[src/rtl/guess_pkg.sv]
// guess_pkg: ASCII constants and letter helpers shared by the guess FIFO
package guess_pkg;
    localparam logic [7:0] ASCII_A     = 8'h41;
    localparam logic [7:0] ASCII_Z     = 8'h5A;
    localparam logic [7:0] ASCII_a     = 8'h61;
    localparam logic [7:0] ASCII_z     = 8'h7A;
    localparam logic [7:0] CASE_OFFSET = 8'h20;

    function automatic logic is_lower(input logic [7:0] b);
        return (b >= ASCII_a) && (b <= ASCII_z);
    endfunction

    function automatic logic is_letter(input logic [7:0] b);
        return ((b >= ASCII_A) && (b <= ASCII_Z)) || is_lower(b);
    endfunction

    function automatic logic [7:0] to_upper(input logic [7:0] b);
        return is_lower(b) ? b - CASE_OFFSET : b;
    endfunction
endpackage

[src/rtl/sync_fifo_core.sv]
// sync_fifo_core: show-ahead FIFO storage with registered head output
module sync_fifo_core #(
    parameter int WIDTH = 8,
    parameter int DEPTH = 4,
    parameter int CW    = $clog2(DEPTH + 1)
) (
    input  logic             clk,
    input  logic             nRst,
    input  logic             push_i,
    input  logic             pop_i,
    input  logic             clear_i,
    input  logic [WIDTH-1:0] din_i,
    output logic [WIDTH-1:0] dout_o,
    output logic [CW-1:0]    count_o,
    output logic             full_o,
    output logic             empty_o
);
    localparam int AW = $clog2(DEPTH);

    logic [WIDTH-1:0] mem_q [DEPTH];
    logic [AW-1:0]    wptr_q, wptr_d, rptr_q, rptr_d;
    logic [CW-1:0]    count_q, count_d;
    logic [WIDTH-1:0] dout_q, dout_d;

    // next pointers/count; head register forwards the incoming byte when it becomes the head
    always_comb begin
        wptr_d  = clear_i ? '0 : push_i ? wptr_q + AW'(1) : wptr_q;
        rptr_d  = clear_i ? '0 : pop_i ? rptr_q + AW'(1) : rptr_q;
        count_d = clear_i ? '0 : count_q + CW'(push_i) - CW'(pop_i);
        dout_d  = (!clear_i && count_d != '0)
                ? ((push_i && wptr_q == rptr_d) ? din_i : mem_q[rptr_d])
                : dout_q;
    end

    // storage is never reset or cleared; validity comes from count
    always_ff @(posedge clk) begin
        if (push_i) mem_q[wptr_q] <= din_i;
    end

    // pointer, count and head registers
    always_ff @(posedge clk or negedge nRst) begin
        if (!nRst) begin
            wptr_q  <= '0;
            rptr_q  <= '0;
            count_q <= '0;
            dout_q  <= '0;
        end else begin
            wptr_q  <= wptr_d;
            rptr_q  <= rptr_d;
            count_q <= count_d;
            dout_q  <= dout_d;
        end
    end

    assign dout_o  = dout_q;
    assign count_o = count_q;
    assign full_o  = count_q == CW'(DEPTH);
    assign empty_o = count_q == '0;
endmodule

[src/rtl/guess_fifo.sv]
// guess_fifo: buffers UART bytes for the game FSM with edge capture and letter filtering
module guess_fifo
    import guess_pkg::*;
#(
    parameter int WIDTH     = 8,
    parameter int DEPTH     = 4,
    parameter int FILTER_EN = 1,
    parameter int CW        = $clog2(DEPTH + 1)
) (
    input  logic             clk,
    input  logic             nRst,
    input  logic             ready,
    input  logic [WIDTH-1:0] Rx_byte,
    input  logic             game_rdy,
    input  logic             clear,
    output logic [WIDTH-1:0] guess,
    output logic             guess_valid,
    output logic [CW-1:0]    count,
    output logic             full,
    output logic             overflow,
    output logic             reject
);
    logic             ready_q, reject_q, overflow_q, overflow_d;
    logic             cap, pass, push, pop, drop, empty;
    logic [WIDTH-1:0] data;

    if (FILTER_EN != 0) begin : g_filt
        assign pass = is_letter(Rx_byte[7:0]);
        assign data = WIDTH'(to_upper(Rx_byte[7:0]));
    end else begin : g_raw
        assign pass = 1'b1;
        assign data = Rx_byte;
    end

    // capture on ready rising edge; a pop frees the slot for a same-cycle push when full
    always_comb begin
        cap        = ready & ~ready_q;
        pop        = game_rdy & ~empty & ~clear;
        push       = cap & pass & (~full | pop) & ~clear;
        drop       = cap & pass & full & ~pop & ~clear;
        overflow_d = clear ? 1'b0 : overflow_q | drop;
    end

    // edge detector, reject pulse and sticky overflow
    always_ff @(posedge clk or negedge nRst) begin
        if (!nRst) begin
            ready_q    <= 1'b0;
            reject_q   <= 1'b0;
            overflow_q <= 1'b0;
        end else begin
            ready_q    <= ready;
            reject_q   <= cap & ~pass;
            overflow_q <= overflow_d;
        end
    end

    sync_fifo_core #(.WIDTH(WIDTH), .DEPTH(DEPTH), .CW(CW)) u_core (
        .clk     (clk),
        .nRst    (nRst),
        .push_i  (push),
        .pop_i   (pop),
        .clear_i (clear),
        .din_i   (data),
        .dout_o  (guess),
        .count_o (count),
        .full_o  (full),
        .empty_o (empty)
    );

    assign guess_valid = ~empty;
    assign overflow    = overflow_q;
    assign reject      = reject_q;
endmodule

[config.mk]
export PLATFORM = sky130hd
export DESIGN_NAME = guess_fifo
export DESIGN_NICKNAME = d
export VERILOG_FILES = /design/src/rtl/guess_pkg.sv /design/src/rtl/sync_fifo_core.sv /design/src/rtl/guess_fifo.sv
export SDC_FILE = /design/constraint.sdc
export NUM_CORES = 1
export LEC_CHECK = 0
export ABC_CLOCK_PERIOD_IN_PS = 7900
export BUFFER_PORTS_ARGS = -buffer_cell sky130_fd_sc_hd__buf_2
export CORE_MARGIN = 3
export CORE_UTILIZATION = 25
export DETAILED_ROUTE_END_ITERATION = 8
export RECOVER_POWER = 50
export SLEW_MARGIN = 5
export SYNTH_ARGS = -nofsm -noshare
export SYNTH_HDL_FRONTEND = slang
export SYNTH_SLANG_ARGS = --single-unit
[constraint.sdc]
create_clock -name clk -period 7.9 [get_ports clk]
set_input_delay 0.79 -clock clk [delete_from_list [all_inputs] [get_ports clk]]
set_output_delay 0.79 -clock clk [all_outputs]
set_load 0.02 [all_outputs]
* Word-level counts from Yosys, hierarchy flattened
Memory sizes are Yosys's and may differ from the RTL's. A register that Yosys moved wholly into a read port is not among the register bits. Cells that the tools add are included.
Word-level totals: register bits 10, memory bits (writable) 32, input port bits 13, output and inout bits 15, memories kept 1
Memory list:
- u_core.mem_q | depth 4, bits a word 8, rd ports 1, clocked after memory_dff 1, wr ports 1, RTL line sync_fifo_core.sv:20 | logic [WIDTH-1:0] mem_q [DEPTH];
Operators by class: add/subtract/negate cells 5, $lt $le $gt $ge 4, equal/unequal tests 1, multiplexer cells 9, bitwise operators 18, reduce and logical (&&, ||, !) cells 9
Operators by type and width (count):
- >= comparator 8 x 7 -> 1 bit (second input constant) | 2
- less-or-equal comparator 8 x 7 -> 1 bit (second input constant) | 2
- AND 1 bit | 10
- 2-to-1 mux 2 bit | 4
- 2-to-1 mux 8 bit | 1
- subtractor 8 x 6 -> 8 bit (second input constant) | 1
- NOT 1 bit | 6
- adder 2 x 1 -> 2 bit (second input constant) | 2
- adder 3 x 1 -> 3 bit | 1
- == test 3 bit (second input constant) | 1
- logical AND 1 bit | 3
- zero test 3 bit | 1
- 2-to-1 mux 1 bit | 3
- 2-to-1 mux 3 bit | 1
- nonzero test 3 bit | 1
- subtractor 3 x 1 -> 3 bit | 1
- zero test 1 bit | 2
- bitwise OR 1 bit | 2
- nonzero test 2 bit | 1
- logical OR 1 bit | 1

* Longest topological paths before layout
depth in word-level cells 12, gate-level depth with buffers 14, depth with buffers taken out 12

* Modules after synthesis
Synthesis repeated with hierarchy kept, for this count alone.
Unflattened totals: cell total of the unflattened synthesis 174, area, all modules 2353.5 um^2
By module, submodules not included:
- sync_fifo_core | times used 1, cells each 139, area an instance 2059.5 um^2
- guess_fifo | times used 1, cells each 35, area an instance 294.0 um^2

* Worst setup path before layout
OpenSTA, ideal clock, no wires.
kind input port to flip-flop, start input clear, end register u_core.dout_q[1] (netlist: u_core.dout_o[1]) (read register of u_core.mem_q), setup time 0.137 ns, arrival 3.202 ns, setup slack 4.561 ns, stages 13, path buffers 3, path through clkbuf_1 or3_1 nor3_2 ha_1 inv_1 fa_1 xnor2_1 nor2_1 or3_1 clkbuf_1 clkbuf_1 nor2_1 a21oi_1
On the way: cells in the longest elaborated chain, start to end 10
RTL lines:
- start: declaration | RTL line guess_fifo.sv:15 | input logic clear,
- NOT 1 bit | RTL line guess_fifo.sv:38, guess_fifo.sv:39
- AND 1 bit | RTL line guess_fifo.sv:38 | pop = game_rdy & ~empty & ~clear;
- bitwise OR 1 bit | RTL line guess_fifo.sv:39 | push = cap & pass & (~full | pop) & ~clear;
- AND 1 bit (2 in series) | RTL line guess_fifo.sv:39
- adder 3 x 1 -> 3 bit | RTL line sync_fifo_core.sv:29 | count_d = clear_i ? '0 : count_q + CW'(push_i) - CW'(pop_i);
- subtractor 3 x 1 -> 3 bit | RTL line sync_fifo_core.sv:29
- 2-to-1 mux 3 bit * | RTL line sync_fifo_core.sv:29
- net u_core.count_d[2] | RTL line sync_fifo_core.sv:22 | logic [CW-1:0] count_q, count_d;
- nonzero test 3 bit * | RTL line sync_fifo_core.sv:30 | dout_d = (!clear_i && count_d != '0)
- logical AND 1 bit * | RTL line sync_fifo_core.sv:30
- end: declaration | RTL line sync_fifo_core.sv:23 | logic [WIDTH-1:0] dout_q, dout_d;
Mark *: on every way through the listed nets, which the timed path passes. The rest lies on a longest branch. A chain may end at the register's enable or synchronous reset.

* Worst setup path after layout
start input Rx_byte[1], end register u_core.dout_q[5] (netlist: u_core.dout_o[5]) (read register of u_core.mem_q)
On the way: cells in the longest elaborated chain, start to end 11
RTL lines:
- start: declaration | RTL line guess_fifo.sv:13 | input logic [WIDTH-1:0] Rx_byte,
- >= comparator 8 x 7 -> 1 bit (tied with other cells) | RTL line guess_pkg.sv:14 | return ((b >= ASCII_A) && (b <= ASCII_Z)) || is_lower(b);
- logical AND 1 bit, on equally long branches | RTL line guess_pkg.sv:14, guess_pkg.sv:10
- logical OR 1 bit * | RTL line guess_pkg.sv:14
- AND 1 bit * (3 in series) | RTL line guess_fifo.sv:39
- adder 3 x 1 -> 3 bit * | RTL line sync_fifo_core.sv:29
- subtractor 3 x 1 -> 3 bit * | RTL line sync_fifo_core.sv:29
- 2-to-1 mux 3 bit * | RTL line sync_fifo_core.sv:29
- net u_core.count_d[2] | RTL line sync_fifo_core.sv:22
- nonzero test 3 bit * | RTL line sync_fifo_core.sv:30
- logical AND 1 bit * | RTL line sync_fifo_core.sv:30
Marks and branches as above.

==> reports/qor.yml <==
grt_max_degree: 19
syn_inst: 167
clockBufferDepth: 2
yosysMostFrequentCell: "edfxtp_1"
design.core.area_mm2: 0.00885
finalSetupTns_ps: 0
min_period_ps: 3300
avgSynthCellArea_um2: 13.8
root_buffer: "clkbuf_8"
cap_violations: 0
power_mw: 0.699
detail_route.iter0.violations: 35
swShare_pct: 35.3
regArea_mm2: 0.00141
grt_pass1_wl_mm: 6.98
drtPass1Iterations: 4
seqPwrFrac_pct: 47.4
yosys-top-cells-area: "edfxtp_1 42%, dfrtp_1 20%, mux2i_1 13%"
fillers: 918
grtUsageTotal_pct: 8.87
row_count: 34
antenna_found_initial: 0
status: "finished, final reports clean"
p_leak_nw: 0.938
p_per_area_mw_per_mm2: 268
finalClockSkew_ps: 11.4
routedWlPerCell_um: 14.3
crit_slowest_cell: "or3_1"
cts.sinks: 50
p_switching_mw: 0.247
path_cells: "clkbuf_1 > nor3_1 > a211o_1 > nor3_2 > ha_1 > inv_1 > fa_1 > xnor2_1 > nor2_1 > or3_1 > mux2_2"
overflow: 0
synth_largest_area_cell: "edfxtp_1"
routed-via-count: 1318
multi_input_area_um2: 821
die_h_um: 102
ios: 28
num_antenna_cells: 0
fin_util_pct: 29.5
area_delta_synth_final_pct: 13.4
max_stage_delay_ps: 510
synth_area_mm2: 0.00230
synth_flop_cell: "edfxtp_1"
synth-edff-count: 32
port_buffers: 27
drc: 0
slew_violations: 0
syn-num-nets: 189
combPwrFrac_pct: 30.0
end_kind: "flip-flop"
final_nets: 218
async_flop_share_pct: 36.0
fmax_mhz: 303
cts.clk_slew.worst_paths_ps: 100
worst_pin_slew_ps: 1110
p_int_mw: 0.452
start_util_pct: 26.0
synth_top_area_share_pct: 41.8
worstSetupPathType: "in2reg"
ys_ff_latch: 50
detail-route-antenna-nets: 0
power_frac_clock_pct: 22.6
synth_common_cells: "32 x edfxtp_1, 30 x mux2i_1, 19 x nor2_1"
grt-busiest-layer: "met2"
cp-start-kind: "input port"
hp-class: "reg2reg"
numCtsBuffers: 5
gp_congestion: 0.749
grt_pass1_vias: 1330
met2_usage_pct: 13.9
gr-usage-met3_pct: 2.94
fin_cells: 305
postCtsSetupBuffers: 0
vdd_drop_max_mv: 0.0638
hold_buffers: 0
clk_latency_ps: 310
crit_fanout: 15
report.final.setup_viol: 0
post_cts_resize_count: 0
required_ps: 8110
place_inst: 297
viasPerCell: 4.32
wl_mm: 4.37
slew_headroom_pct: 26.0
finalHoldViolCount: 0
grt.met1_usage_pct: 11.6
yosys_warnings: 0
dieWidth_um: 102
cts_tree: "built"
period_share_pct: 41.8
htreeDepth: 2
arrival_ps: 3510
grt_setup_unrepaired: "no"
ys_types: 35
dp_hpwl_mm: 3.23
yosysSeqAreaShare_pct: 61.4
layout-drive-gt1-share_pct: 12.2
die_area_mm2: 0.0104
==> power by group through the flow <==
stage               Combinational (mW)  Clock [mW]  Sequential [mW]
global placement                 0.219           0            0.338
detailed placement               0.223           0            0.338
global route                     0.234       0.175            0.337
floorplan                        0.131           0            0.364
CTS                              0.223       0.164            0.332
finish                           0.210       0.158            0.332
==> layer usage <==
metal / up-vias / part of all wire [%]
li1: 653 / -
met5: - / 0
met4: 0 / 1.5
met3: 7 / 5.1
met2: 20 / 47
met1: 638 / 46
==> path summary, 6_finish.rpt <==
kind / from / to / slack [ps] / cells past startpoint
worst max-delay path: Rx_byte[1] / u_core.dout_o[5]$_DFFE_PN0P_ / 4600 / 11
worst min-delay path: overflow$_DFF_PN0_ / overflow$_DFF_PN0_ / 520 / 2
worst max register to register: u_core.count_o[1]$_DFF_PN0_ / u_core.dout_o[5]$_DFFE_PN0P_ / 4770 / 10
worst min register to register: overflow$_DFF_PN0_ / overflow$_DFF_PN0_ / 520 / 2
max in group asynchronous: nRst / u_core.rptr_q[1]$_DFF_PN0_ / 6690 / 1
min in group asynchronous: nRst / u_core.count_o[1]$_DFF_PN0_ / 610 / 1
==> registers in the layout (all words and copies together) (netlist names) <==
register,count
ready_q,1
u_core.mem_q,32
overflow,1
u_core.count_o,3
u_core.rptr_q,2
u_core.dout_o,8
reject,1
u_core.wptr_q,2
==> cell type report <==
| type | count | share of cell area [%] |
|---|---|---|
| inverters | 8 | 1.15 |
| repair buffers | 27 | 4.36 |
| flip-flops and latches | 50 | 54.1 |
| multi-input cells | 104 | 31.5 |
| clock buffers | 5 | 2.64 |
| well taps | 108 | 5.18 |
| clock inverters | 3 | 1.10 |
==> worst max-delay path, delay by kind of cell <==
| kind | cells | cell delay, ps |
|---|---|---|
| AND/OR/NAND/NOR | 4 | 1010 |
| adder cells (fa/ha/maj) | 2 | 560 |
| AO/OA/AOI/OAI | 1 | 370 |
| multiplexers | 1 | 340 |
| buffers and inverters | 2 | 280 |
| XOR/XNOR | 1 | 160 |
==> placed cells by master (no fill, tap or decap), types with 2 or more instances in the layout <==
cell type	count
and2_1	5
inv_1	8
nor2b_1	2
edfxtp_1	32
or3_1	3
clkinv_4	2
nor2_1	20
mux2i_1	30
ha_1	8
clkbuf_1	17
nor3_1	2
buf_2	10
dfrtp_1	18
xor2_1	2
a21oi_1	10
clkbuf_8	5
xnor2_1	4
nand2b_1	2
==> kinds of logic after synthesis <==
kind of cell / Yosys count / synth area share (%)
adders and majority gates: 9 / 5.22
xor gates and xnor gates: 6 / 2.29
AOI/OAI and AO/OA: 18 / 5.39
muxes: 32 / 14.1
and+or+nand+nor: 39 / 8.98
DFF: 50 / 61.4
buffers and inverters: 13 / 2.61
==> stage by stage <==
step	cell area (um2)	hold WS (ps)	setup WS, ps
finish	2610	517	4600
global route	2610	562	4420
CTS	2640	393	4730
detailed placement	2540	503	4370
global placement	2540	491	4440
floorplan	2300	494	4560
Note: power is estimated with default switching activity, not from simulation.
